===== src/rtl/countdown_timer.sv =====
// countdown_timer: prescaled, loadable down-counter with start/pause/resume,
// one-shot or auto-reload modes, a tick pulse per prescaler period and an
// expiry pulse when the count reaches zero.
module countdown_timer #(
    parameter int unsigned CLK_FREQ  = 50000000,
    parameter int unsigned TICK_FREQ = 1,
    parameter int unsigned CNT_W     = 8
) (
    input  logic             clk,
    input  logic             reset,
    input  logic             load,
    input  logic [CNT_W-1:0] load_val,
    input  logic             start,
    input  logic             pause,
    input  logic             mode,
    output logic             tick,
    output logic             expired,
    output logic [CNT_W-1:0] remaining,
    output logic             running,
    output logic             done
);

    localparam int unsigned DIV = CLK_FREQ / TICK_FREQ;
    localparam int unsigned PW  = (DIV > 1) ? $clog2(DIV) : 1;
    localparam logic [PW-1:0]    PRE_LAST = PW'(DIV - 1);
    localparam logic [CNT_W-1:0] CNT_ONE  = CNT_W'(1);
    localparam logic [CNT_W-1:0] CNT_ZERO = '0;

    typedef enum logic [1:0] {StIdle, StRun, StPaused, StDone} state_e;

    state_e           state_q, state_d;
    logic [PW-1:0]    prescale_q, prescale_d;
    logic [CNT_W-1:0] remaining_q, remaining_d;
    logic [CNT_W-1:0] reload_q, reload_d;
    logic             tick_q, tick_d;
    logic             expired_q, expired_d;

    // State and output registers; reset clears everything immediately.
    always_ff @(posedge clk or posedge reset) begin
        if (reset) begin
            state_q     <= StIdle;
            prescale_q  <= '0;
            remaining_q <= '0;
            reload_q    <= '0;
            tick_q      <= 1'b0;
            expired_q   <= 1'b0;
        end else begin
            state_q     <= state_d;
            prescale_q  <= prescale_d;
            remaining_q <= remaining_d;
            reload_q    <= reload_d;
            tick_q      <= tick_d;
            expired_q   <= expired_d;
        end
    end

    // Next-state logic; priority is load > pause > start > terminal count.
    always_comb begin
        state_d     = state_q;
        prescale_d  = prescale_q;
        remaining_d = remaining_q;
        reload_d    = reload_q;
        tick_d      = 1'b0;
        expired_d   = 1'b0;

        if (load) begin
            remaining_d = load_val;
            reload_d    = load_val;
            prescale_d  = '0;
            state_d     = StIdle;
        end else begin
            unique case (state_q)
                StIdle: begin
                    if (start && remaining_q != CNT_ZERO) begin
                        state_d    = StRun;
                        prescale_d = '0;
                    end
                end
                StRun: begin
                    if (pause) begin
                        // Prescaler phase is held so resume loses no time.
                        state_d = StPaused;
                    end else if (prescale_q == PRE_LAST) begin
                        prescale_d = '0;
                        tick_d     = 1'b1;
                        if (remaining_q == CNT_ONE) begin
                            expired_d = 1'b1;
                            if (mode) begin
                                remaining_d = reload_q;
                            end else begin
                                remaining_d = CNT_ZERO;
                                state_d     = StDone;
                            end
                        end else begin
                            remaining_d = remaining_q - CNT_ONE;
                        end
                    end else begin
                        prescale_d = prescale_q + PW'(1);
                    end
                end
                StPaused: begin
                    if (start) begin
                        state_d = StRun;
                    end
                end
                StDone: begin
                    if (start && reload_q != CNT_ZERO) begin
                        remaining_d = reload_q;
                        prescale_d  = '0;
                        state_d     = StRun;
                    end
                end
                default: begin
                    state_d = StIdle;
                end
            endcase
        end
    end

    assign tick      = tick_q;
    assign expired   = expired_q;
    assign remaining = remaining_q;
    assign running   = (state_q == StRun);
    assign done      = (state_q == StDone);

endmodule


===== config.mk =====
export PLATFORM = sky130hd
export DESIGN_NAME = countdown_timer
export DESIGN_NICKNAME = d
export VERILOG_FILES = /design/src/rtl/countdown_timer.sv
export SDC_FILE = /design/constraint.sdc
export NUM_CORES = 1
export LEC_CHECK = 0
export ABC_AREA = 1
export BUFFER_PORTS_ARGS = -buffer_cell sky130_fd_sc_hd__clkbuf_2
export CORE_MARGIN = 5
export CORE_UTILIZATION = 60
export DETAILED_ROUTE_END_ITERATION = 8
export MAX_ROUTING_LAYER = met4
export PLACE_DENSITY = 0.9
export SYNTH_ARGS = -nofsm -noshare
export SYNTH_HDL_FRONTEND = slang
export SYNTH_SLANG_ARGS = --single-unit

===== constraint.sdc =====
create_clock -name clk -period 1.8 [get_ports clk]
set_input_delay 0 -clock clk [delete_from_list [all_inputs] [get_ports clk]]
set_output_delay 0 -clock clk [all_outputs]
set_load 0.02 [all_outputs]

======== Word level (Yosys, flattened, before mapping) ========
Cells that the tools add are included.
cells by class
  add/subtract/negate cells ............... 2
  eq/ne operators ......................... 13
  muxes and demuxes ....................... 31
  reduce and logical (&&, ||, !) cells .... 10
operator list
  kind                                                  count
  two-way mux 26 bit                                    5
  case mux 26 bit (3 select lines)                      1
  two-way mux 8 bit                                     6
  adder 26 x 1 -> 26 bit (second input constant)        1
  equality test 26 bit (second input constant)          1
  two-way mux 2 bit                                     8
  case mux 8 bit (2 select lines)                       1
  nonzero test 8 bit                                    2
  two-way mux 1 bit                                     9
  != test 3 bit (second input constant)                 3
  equality test 8 x 1 -> 1 bit (second input constant)  1
  != test 4 x 3 -> 1 bit (second input constant)        2
  case mux 2 bit (4 select lines)                       1
  AND reduction 4 bit                                   2
  subtractor 8 x 1 -> 8 bit (second input constant)     1
  != test 3 x 2 -> 1 bit (second input constant)        2
  AND reduction 6 bit                                   1
  equality test 2 bit (second input constant)           2
  != test 4 bit (second input constant)                 1
  nonzero test 4 bit                                    1
  nonzero test 3 bit                                    1
  equality test 2 x 1 -> 1 bit (second input constant)  1
  logical AND 1 bit                                     2
  logical NOT 2 bit                                     1
storage, ports and cells
  flip-flop bits (word level) ............. 46
  input port bits ......................... 14
  output and inout port bits .............. 12
  logic and storage cells ................. 62

======== Logic depth before layout (Yosys ltp) ========
  depth after elaboration ................. 6
  mapped depth ............................ 12
  depth with buffers taken out ............ 11

======== Worst setup path after synthesis ========
No wires, ideal clock.
  path type ............................... reg-to-reg
  start ................................... register state_q[1]
  end ..................................... register prescale_q[17]
  setup time .............................. 117 ps
  arrival ................................. 1595 ps
  required time ........................... 1683 ps
  slack ................................... 88 ps
  stages on the path, launching flop included .. 13
  buffers on the path ..................... 1
  clock period less this slack ............ 1712 ps
  cells stage by stage .................... dfrtp_1 > inv_1 > ha_1 > inv_2 > nand2_1 > a21oi_1 > inv_1 > nand3_2 > buf_4 > nor2_1 > nand2_1 > nand2_1 > nor2_1
between the ends
  word-level cells in the longest chain between the ends .. 3
  elaborated cells on any way between the ends .. 10
  classes of those cells .................. eq/ne: 5; mux: 2; reduce/logical: 3
ends and longest elaborated chain
  item                                                                 RTL line  text
  from (decl)                                                          31        state_e state_q, state_d;
  from (signal assigned)                                               41        state_q <= StIdle;
  from (signal assigned)                                               48        state_q <= state_d;
  equality test 2 x 1 -> 1 bit (*)                                     --
  named net running                                                    19        output logic running,
  != test 3 bit (no line) (tied with other cells)                      --
  AND reduction 4 bit (no line) or two-way mux 26 bit (tied branches)  --
  to (signal assigned)                                                 49        prescale_q <= prescale_d;
  to (decl)                                                            32        logic [PW-1:0] prescale_q, prescale_d;
Mark *: on every way through the listed nets, which the timed path passes. The rest lies on a longest branch.
A chain may end at the register's enable or synchronous reset.

======== Worst setup path in the final report ========
  start ................................... register state_q[1]
  end ..................................... register prescale_q[6]
between the ends
  word-level cells in the longest chain between the ends .. 3
  elaborated cells on any way between the ends .. 10
  classes of those cells .................. eq/ne: 5; mux: 2; reduce/logical: 3
ends and longest elaborated chain
  item                                                                 RTL line  text
  equality test 2 x 1 -> 1 bit (tied with other cells)                 72        unique case (state_q)
  != test 3 bit (no line) (tied with other cells)                      --
  AND reduction 4 bit (no line) or two-way mux 26 bit (tied branches)  --
Several ways; a longest one is shown, not always the timed one.

==> qor.yml <==
place_congestion: 0.981
use_met3_pct: 4.54
clock-sinks: 46
path_max_fanout: 8
drt_iter0_drc: 264
ir_worst_vdd_v: 0.000991
cts-root-buf: "clkbuf_8"
fin_cells: 611
vias_per_cell: 5.51
grtUsageTotal_pct: 27.0
grt_max_degree: 28
globalRouteMet1Util_pct: 30.4
grt_pass1_vias: 3219
die_width_um: 83.9
synth_seq_cells: 46
hp-class: "input port to flip-flop"
rsz0062_at_grt: "yes"
p_seq_share_pct: 31.1
rows: 27
diodes: 0
period_share_pct: 96.2
worst_pin_slew_ns: 0.541
synthArstFlopShare_pct: 100
start_util_pct: 60.7
ant_nets: 0
coreArea_um2: 5410
setup_slack_ns: 0.0682
ios: 26
setup_viol: 0
intPower_uw: 2280
p_per_area_nw_per_um2: 1110
groute.layer.met2.usage_pct: 46.6
vias: 3369
synth_edf_count: 0
dpl_worst_slack_ns: 0.0297
cts_tree: "yes"
hold_viol: 0
yosys_warnings: 0
die-area_um2: 7040
netSwitchingPower_uw: 1960
busiest_layer: "met2"
die_y_um: 83.9
syn_inst: 486
critPathLaunchType: "flip-flop"
clk-insertion-delay-late_ns: 0.32
p_leak_uw: 0.00182
clkPwrFrac_pct: 15.9
syn_area_um2: 3280
fmax_mhz: 577
drc: 0
ys.flop_type: "dfrtp_1"
relSlewSlack_pct: 63.9
drive_gt1_share_pct: 20.0
clkTransAtPathRegs_ns: 0.09
synth_nets: 508
drt-wirelength-per-cell_um: 14.6
antenna_found_initial: 0
avgSynthCellArea_um2: 6.75
grt_pass1_wl_mm: 14.8
hpwl_mm: 6.84
drt_first_pass_iters: 7
finalSetupTns_ns: 0
skew_ns: 0.0116
postLayoutCoreUtil_pct: 70.7
htreeDepth: 2
status: "finished clean"
overflow: 0
placed_cells: 590
cts_made_buffers: 5
io_buffers: 25
switching_share_pct: 46.2
synthToLayoutAreaGrowth_pct: 16.6
critPathKind: "flip-flop to flip-flop"
synth_cell_types: 34
period_needed_ns: 1.73
ys_seq_area_share_pct: 35.1
required_ns: 2.01
cp.arrival_ns: 1.94
cp-end-kind: "flip-flop"
p_comb_share_pct: 53.0
clockBufferDepth: 2
drt_wl_total_mm: 8.94
slew_viol_final: 0
max_cap_violations: 0
nets: 560
==> cell type report <==
cell class	instances	area, um^2
clock buffers	5	68.8
well taps	72	90.1
clock inverters	3	25.0
repair buffers	56	393
fillers	465	1580
flip-flops and latches	46	1150
multi-input cells	387	1930
inverters	42	163
==> per-layer routing <==
metal | vias to the layer above | part of all wire, %
met1 | 1551 | 40
met3 | 37 | 4.8
met5 | - | 0
met4 | 0 | 4.2
li1 | 1648 | -
met2 | 133 | 51
==> worst paths after layout <==
check                                  to   startpoint  slack [ns]  cells past startpoint
max                         prescale_q[6]   state_q[1]        0.07                     10
min                            state_q[0]        pause        0.03                      4
max reg2reg                 prescale_q[6]   state_q[1]        0.07                     10
min reg2reg                   reload_q[1]  reload_q[1]        0.51                      2
max in group asynchronous  prescale_q[19]        reset        0.96                      4
min in group asynchronous     reload_q[6]        reset        0.25                      3
==> placed cells by master, fill, tap and decap left out <==
cell type,n
nand2_1,163
nor2_1,68
nand3_1,55
dfrtp_1,45
inv_1,30
clkbuf_2,25
buf_4,21
o21ai_1,13
nand4_1,12
inv_2,11
nor2_2,10
a21oi_1,9
dlygate4sd3_1,9
nand2_2,8
xor2_1,7
o21ai_0,6
nor2_4,6
ha_1,6
clkbuf_8,5
xnor2_1,4
nand2_4,3
or2_2,3
nor3_2,2
clkinv_4,2
a21oi_2,1
nor4_2,1
nor2_8,1
and2_1,1
nand3_2,1
o21bai_1,1
nor4_1,1
nor3_1,1
nor3_4,1
nand3_4,1
ha_4,1
ha_2,1
inv_6,1
clkinvlp_4,1
buf_12,1
dfrtp_2,1
==> synthesized netlist by cell type (all sizes together), types with 2 or more instances <==
cell,count,area [um^2]
ha,8,100
a21oi,10,50.1
buf,8,52.6
nand4,12,75.1
nand3,57,303
inv,41,154
nand2,174,696
xor2,7,61.3
or2,3,18.8
dfrtp,46,1150
nor2,85,395
o21ai,19,95.1
clkbuf,3,21.3
nor4,2,12.5
nor3,4,36.3
xnor2,4,35.0
==> cells by family (layout without fill, tap and decap cells) <==
family	after synthesis	in the layout	synth area share, %
AO/OA/AOI/OAI	30	30	4.65
XOR/XNOR	11	11	2.94
adder cells (fa/ha/maj)	8	8	3.05
buffers and inverters	53	106	7.21
flip-flops	46	46	35.1
AND/OR/NAND/NOR	338	338	47.0
==> repair_timing <==
item | CTS | global route
hold buffers | 9 | 0
setup endpoints to repair | 0 | 29
gates resized for setup | 0 | 13
endpoints found under the hold margin | 33 | 0
setup buffers | 0 | 4
==> registers in the layout, indices dropped and copies added, names as in the netlist <==
name and cells:
expired 1, prescale_q 26, reload_q 8, remaining 8, state_q 2, tick 1
==> critical path, stage by stage (launching register included) <==
cell     delay, ns
dfrtp_1       0.43
inv_1         0.11
ha_1          0.23
nand2_1       0.10
a21oi_1       0.18
inv_1         0.07
nand3_2       0.10
inv_2         0.06
buf_4         0.17
a21oi_1       0.14
nor2_1        0.05
==> power groups by stage <==
stage | registers (uW) | logic [uW] | clock network, uW
final | 1320 | 2250 | 673
after CTS | 1300 | 2170 | 679
after floorplan | 1420 | 1370 | 0
after global placement | 1310 | 2110 | 0
after global routing | 1340 | 2460 | 734
after detailed placement | 1320 | 2140 | 0
==> through the flow <==
stage               hold WS (ns)  power, uW  instance area [um^2]
finish                    0.0321       4240                  3820
global route              0.0321       4530                  3820
CTS                       0.0264       4150                  3750
detailed placement        0.0697       3460                  3570
global placement          0.0654       3420                  3570
floorplan                  0.135       2790                  3280
(Power assumes the default switching activity.)
